$ cat src/rtl/ann_layer_sequencer.sv
// ann_layer_sequencer
//   Controller for one fully-connected layer on a shared MAC datapath. For each
//   neuron it clears the accumulator, steps through every input/weight pair,
//   runs the activation unit for ACT_LATENCY cycles, then writes the result to
//   the output memory. It then moves on to the next neuron, and after the last
//   neuron it pulses done.
//
// Ports
//   clk, rst_n            clock, asynchronous active-low reset
//   start / busy / done   handshake with the network controller
//   abort                 synchronous cancel of a running pass
//   in_valid              input feeder has the pair at in_addr ready (ACCUM stall)
//   out_ready             output memory accepts the write (WRITE stall)
//   mac_clr/mac_en/act_en MAC datapath strobes
//   out_we                output memory write request at out_addr
//   in_addr / out_addr    current input index / neuron index
//
// Optional build macro ANN_SEQ_PERF_EN adds perf_cycles (busy cycles) and
// perf_stalls (ACCUM cycles without in_valid plus WRITE cycles without
// out_ready). Both saturate, and both clear on reset and on each accepted start.

module ann_layer_sequencer #(
  parameter int NUM_INPUTS  = 4,
  parameter int NUM_NEURONS = 4,
  parameter int ACT_LATENCY = 2,
  localparam int NI_W = (NUM_INPUTS  > 1) ? $clog2(NUM_INPUTS)  : 1,
  localparam int NN_W = (NUM_NEURONS > 1) ? $clog2(NUM_NEURONS) : 1
) (
  input  logic            clk,
  input  logic            rst_n,
  input  logic            start,
  input  logic            abort,
  input  logic            in_valid,
  input  logic            out_ready,
  output logic            busy,
  output logic            done,
  output logic            mac_clr,
  output logic            mac_en,
  output logic            act_en,
  output logic            out_we,
  output logic [NI_W-1:0] in_addr,
  output logic [NN_W-1:0] out_addr
`ifdef ANN_SEQ_PERF_EN
  ,
  output logic [31:0]     perf_cycles,
  output logic [31:0]     perf_stalls
`endif
);

  localparam int AC_W = (ACT_LATENCY > 1) ? $clog2(ACT_LATENCY) : 1;

  typedef enum logic [2:0] {
    IDLE, CLEAR, ACCUM, ACT, WRITE, DONE
  } state_t;

  state_t          state, state_nxt;
  logic [AC_W-1:0] act_cnt;

  logic last_in, last_n, act_last, kill;

  assign last_in  = (in_addr  == NI_W'(NUM_INPUTS - 1));
  assign last_n   = (out_addr == NN_W'(NUM_NEURONS - 1));
  assign act_last = (act_cnt  == AC_W'(ACT_LATENCY - 1));
  // abort only matters once a pass is running; in IDLE start takes precedence
  assign kill     = abort && (state != IDLE);

  // State register
  always_ff @(posedge clk or negedge rst_n) begin
    if (!rst_n) state <= IDLE;
    else        state <= state_nxt;
  end

  // Next-state logic
  always_comb begin
    state_nxt = state;
    case (state)
      IDLE:    if (start) state_nxt = CLEAR;
      CLEAR:   state_nxt = ACCUM;
      ACCUM:   if (in_valid && last_in) state_nxt = ACT;
      ACT:     if (act_last) state_nxt = WRITE;
      WRITE:   if (out_ready) state_nxt = last_n ? DONE : CLEAR;
      DONE:    state_nxt = IDLE;
      default: state_nxt = IDLE;
    endcase
    if (kill) state_nxt = IDLE;
  end

  // Index and activation counters. The activation counter is zeroed while in
  // ACCUM so it is always 0 on entry to ACT.
  always_ff @(posedge clk or negedge rst_n) begin
    if (!rst_n) begin
      in_addr  <= '0;
      out_addr <= '0;
      act_cnt  <= '0;
    end else if (kill) begin
      in_addr  <= '0;
      out_addr <= '0;
      act_cnt  <= '0;
    end else begin
      case (state)
        IDLE: if (start) begin
          in_addr  <= '0;
          out_addr <= '0;
          act_cnt  <= '0;
        end
        ACCUM: begin
          act_cnt <= '0;
          if (in_valid) in_addr <= last_in ? '0 : in_addr + 1'b1;
        end
        ACT:   act_cnt <= act_last ? '0 : act_cnt + 1'b1;
        WRITE: if (out_ready) out_addr <= last_n ? '0 : out_addr + 1'b1;
        default: ;
      endcase
    end
  end

  // Output decode
  always_comb begin
    busy    = (state != IDLE);
    done    = (state == DONE);
    mac_clr = (state == CLEAR);
    mac_en  = (state == ACCUM) && in_valid;
    act_en  = (state == ACT);
    out_we  = (state == WRITE);
  end

`ifdef ANN_SEQ_PERF_EN
  logic stall;
  assign stall = ((state == ACCUM) && !in_valid) || ((state == WRITE) && !out_ready);

  always_ff @(posedge clk or negedge rst_n) begin
    if (!rst_n) begin
      perf_cycles <= '0;
      perf_stalls <= '0;
    end else if (state == IDLE) begin
      if (start) begin
        perf_cycles <= '0;
        perf_stalls <= '0;
      end
    end else begin
      if (perf_cycles != '1)          perf_cycles <= perf_cycles + 1'b1;
      if (stall && perf_stalls != '1) perf_stalls <= perf_stalls + 1'b1;
    end
  end
`endif

endmodule

$ cat config.mk
export PLATFORM = sky130hd
export DESIGN_NAME = ann_layer_sequencer
export DESIGN_NICKNAME = d
export VERILOG_FILES = /design/src/rtl/ann_layer_sequencer.sv
export SDC_FILE = /design/constraint.sdc
export NUM_CORES = 1
export LEC_CHECK = 0
export ABC_AREA = 1
export CAP_MARGIN = 40
export CORE_ASPECT_RATIO = 1.2
export CORE_MARGIN = 2
export CORE_UTILIZATION = 24
export CTS_CLUSTER_SIZE = 8
export DETAILED_ROUTE_END_ITERATION = 10
export PLACE_DENSITY_LB_ADDON = 0.12
export SYNTH_ARGS = -nofsm -noshare
export SYNTH_HDL_FRONTEND = slang
export SYNTH_SLANG_ARGS = --single-unit
$ cat constraint.sdc
create_clock -name clk -period 1.5 [get_ports clk]
set_input_delay 0.3 -clock clk [delete_from_list [all_inputs] [get_ports clk]]
set_output_delay 0.3 -clock clk [all_outputs]
set_load 0.01 [all_outputs]
# == Word level (Yosys, flattened, before mapping) ==
# Index checks and enable logic that the tools add are counted.
# W data, S select, Z words.
# totals
output_inout_bits,10
register_bits,8
wordCells,51
inputBits,6
# classes
muxes,20
eq_ne,12
addsub,3
reduce_logical,12
# ops
operator,n
$mux W3,6
$pmux W3 S5,1
$mux W2,7
$ne A3 B3 Y1 const B,3
$reduce_bool A3 Y1,3
$pmux W2 S2,2
$eq A3 B2 Y1 const B,2
$eq A3 B3 Y1 const B,2
$reduce_and A3 Y1,2
$add A2 B1 Y2 const B,2
$eq A2 B2 Y1 const B,2
$reduce_and A4 Y1,1
$reduce_bool A4 Y1,1
$eq A3 B1 Y1 const B,1
$logic_and A1 B1 Y1,3
$logic_not A3 Y1,1
$mux W1,3
$ne A3 B1 Y1 const B,1
$ne A3 B2 Y1 const B,1
$pmux W1 S3,1
$reduce_and A2 Y1,1
$add A1 B1 Y1 const B,1

# == Depth between registers and ports, before layout ==
# Gate-level depths: netlist of the first run.
# logic_depth
word_depth,5
mapped_depth,7

# == Worst setup path before layout of the first run ==
# No wires, ideal clock.
# synth_path
kind,register to output
start,register state[2]
end,output port mac_en
path_buffers,1
path_stages_with_launch,5
required_time_ps,1200
setup_slack_ps,300
arrival_ps,900
cell_sequence,dfrtp_1 -> buf_6 -> nor2_2 -> nand2_2 -> nor2_1
# synth_between
elab_chain_len,2
# synth_rtl
element,line_no,rtl
from (decl),56,"state_t state, state_nxt;"
from (signal assigned),70,else state <= state_nxt;
$eq A3 B2 Y1,122,mac_en = (state == ACCUM) && in_valid;
$logic_and A1 B1 Y1,122,
to (decl),38,"output logic mac_en,"
# No other way between the ends.

# == Worst setup path in the final report of the first run ==
# Same ends and word-level chain as after synthesis.

==> impl_metrics.csv, run 1 <==
group,metric,value,unit
outcome,status,"complete, but fails checks",
outcome,violations,"negative setup slack",
routing,wl_per_cell,10.14,um
timing,hold_viol,0,
layout,drive_gt1_share,45.05,%
critical_path,r2r_cells,9,
yosys,synthCells,72,
yosys,yosysTopAreaCell,"dfrtp_1",
yosys,syn_nets,80,
grt,grt_start_max_net_pins,9,
placed_design,gp_congestion,0.7030,
clock_network,tritoncts,"yes",
grt,overflow,0,
floorplanning,rows,18,
yosys,synth-main-ff-cell,"dfrtp_1",
yosys,synth_simple_gate_area_share,37.39,%
timing,rsz0062_at_grt,"true",
layout,final_core_util,43.31,%
yosys,yosysUniqueCellTypes,20,
critical_path,cp.depth,6,
grt,antenna_found_initial,0,
critical_path,cp_cell_sequence,"buf_6, nor2_4, buf_4, nand2_2, nor2_1, buf_2",
timing,skew,0.003798,ns
layout,final_common_cell,"buf_4",
timing,setup_violations,3,
layout,area_growth,66.28,%
timing,whs,0.3255,ns
yosys,synth_compound_area_share,11.01,%
routing,vias,603,
pwr,ir_drop,0.9282,mV
critical_path,crit_buf_inv,3,
yosys,synth-adder-area-share,4.587,%
yosys,seq_area_frac_synth,36.70,%
placed_design,port_buffers,15,
critical_path,reg2reg_to,"state[2]",
clock_network,cts_hold_buf,0,
critical_path,worst-path-max-fanout,4,
layout,fin_nets,121,
yosys,synth_top_area_share,36.70,%
timing,setup_ws,-0.03246,ns
floorplanning,dieHeight,56.23,um
timing,max_freq,0.6525,GHz
grt,grt_first_pass_wirelength,2.359,mm
flow_run,maxCapViolCount,0,
routing,drt.antenna.violating_nets,0,
placed_design,hpwl,1.111,mm
critical_path,r2r_setup_slack,0.16,ns
routing,viasPerCell,4.277,
timing,period_needed,1.532,ns
floorplanning,initial_utilization,26.05,%
yosys,synth_warnings,0,
clock_network,clk_pin_slew,0.05,ns
layout,design_area,907.1,um^2
yosys,synthMuxAreaShare,0,%
timing,drv_slew,0,
critical_path,endpoint,"mac_en",
clock_network,h-tree-depth,1,
grt,grt_pass1_vias,548,
yosys,ys_seq_elements,8,
hold_path,hold_path.class,"primary input to asynchronous set/reset pin",
yosys,avgSynthCellArea,7.577,um^2
clock_network,clockBufferDepth,2,
critical_path,cp_top_family,"flip-flops",
clock_network,cts-root-buf,"clkbuf_4",
yosys,netlist_top_cells_area,"dfrtp_1 37%, nand2_1 10%, nand3_1 6.4%",
critical_path,crit_required,1.20,ns
floorplanning,coreArea,2095,um^2
timing,max_slew_margin,76.18,%
grt,grtUsageTotal,12.31,%
critical_path,cp_slowest_cell,"dfrtp_2",
critical_path,cp-start-kind,"register",
yosys,ys_async_sr_fraction,100.0,%
placed_design,pre_cts_ws,-0.2580,ns
placed_design,postPlaceCellArea,823.3,um^2
routing,remaining_drc_errors,0,
floorplanning,die_area,2672,um^2
critical_path,critPathMaxStageDelay,0.42,ns
critical_path,setup.worst_path.end_class,"output pin",
routing,wirelength,1.430,mm
yosys,synth-xor-area-share,0,%
critical_path,worstSetupStartpoint,"state[2]",
layout,antennaDiodeCount,0,
routing,drtIter0Drc,6,
pwr,total_power,1.394,mW
critical_path,critPathArrivalTime,1.23,ns
routing,first_pass_iters,4,
floorplanning,die_w,47.52,um
yosys,synth-edff-count,0,
pwr,p_leak,0.4773,nW
timing,period_share,102.2,%
layout,mostFrequentLayoutCells,"22 x buf_4, 14 x nand2_1, 7 x nor2_1, 7 x nand3_1, 6 x clkdlybuf4s50_1",
pwr,power_density,1537,nW/um^2
critical_path,r2r-start,"state[2]",
floorplanning,ios,16,
clock_network,clkLatencyLatePin,0.25,ns
critical_path,path_class,"register to output pin",
clock_network,cts_inserted_buffers,3,
yosys,synth_top_family_by_area,"simple AND/OR/NAND/NOR gates",
yosys,synth_area,545.5,um^2
timing,tightest_slew,0.3562,ns
clock_network,clock_sinks,8,
## synth_stat cells, types with 2 or more instances
cell type,instances
nor2_1,7
dfrtp_1,8
buf_6,2
nand2_1,15
nand4_1,2
nand3_1,7
o21ai_1,5
nor2_2,4
inv_1,5
a21oi_1,2
inv_2,4
ha_1,2
nor3_1,2
## per-layer routing
| layer | global-route usage, % | vias to the layer above | routed length (um) |
|---|---|---|---|
| met5 | 0 | - | 0 |
| met4 | 1.190 | 0 | 0 |
| met3 | 5.844 | 0 | 91 |
| met2 | 19.11 | 14 | 732 |
| met1 | 15.78 | 275 | 606 |
| li1 | - | 314 | - |
## per-stage QoR
step                       TNS, ns  cells
final                     -0.06372    141
after global routing       -0.2882    141
after CTS                 -0.08095    140
after detailed placement   -0.5879    130
after global placement     -0.5644    130
after floorplan                  0     72
## cells by family (layout without fill, tap and decap cells)
logic type	Yosys count	in the layout
buffers and inverters	11	50
AO/OA/AOI/OAI	10	10
flip-flops	8	8
adder cells (fa/ha/maj)	2	2
AND/OR/NAND/NOR	41	41
## worst register-to-register path: stages, from the launching register on
cell and delay, ns:
dfrtp_2 0.42, buf_6 0.13, nor2_4 0.08, buf_4 0.11
nand2_2 0.04, buf_4 0.13, nor2_4 0.10, nand2_2 0.08
nand3_1 0.09, nand2_1 0.05
## worst min-delay path by stage
stage            start          end  slack, ns  cells past startpoint
3_3_place_gp   act_cnt      act_cnt       0.46                      2
5_1_grt          rst_n  out_addr[0]       0.35                      1
6_report         rst_n  out_addr[0]       0.33                      1
4_1_cts          rst_n  out_addr[0]       0.34                      1
3_5_place_dp   act_cnt      act_cnt       0.47                      2
2_1_floorplan    rst_n      act_cnt      0.004                      0
## cell type report
type | count | area (um^2)
fill | 225 | 1187
timing repair buffer | 38 | 302.8
sequential | 8 | 203.9
clock buffer | 3 | 22.52
multi-input combinational | 53 | 306.5
inverter | 9 | 33.78
tap | 30 | 37.54
## registers in the layout (all words and copies together) (netlist names)
signal    flops
state         3
in_addr       2
out_addr      2
act_cnt       1
## repair_timing
item	CTS	global route
endpoints found under the setup margin	8	7
pin swaps	1	0
resized for setup	29	5
buffers inserted	7	1
cloned	0	0
## where the power goes
group / total, mW / internal [mW] / switching (mW)
Combinational: 0.897 / 0.466 / 0.432
Clock: 0.157 / 0.0911 / 0.0663
Sequential: 0.339 / 0.276 / 0.0639
Total: 1.39 / 0.832 / 0.562
Power figures use the tool's default switching activity.
==> inputs of run 2 (changes only) <==
--- a/config.mk
+++ b/config.mk
@@ -6,7 +6,7 @@
 export NUM_CORES = 1
 export LEC_CHECK = 0
 export ABC_AREA = 1
-export CAP_MARGIN = 40
+export CAP_MARGIN = 10
 export CORE_ASPECT_RATIO = 1.2
 export CORE_MARGIN = 2
 export CORE_UTILIZATION = 24
==> results of run 2 <==
No change in the layout: final DEF, timing and power equal those of run 1.
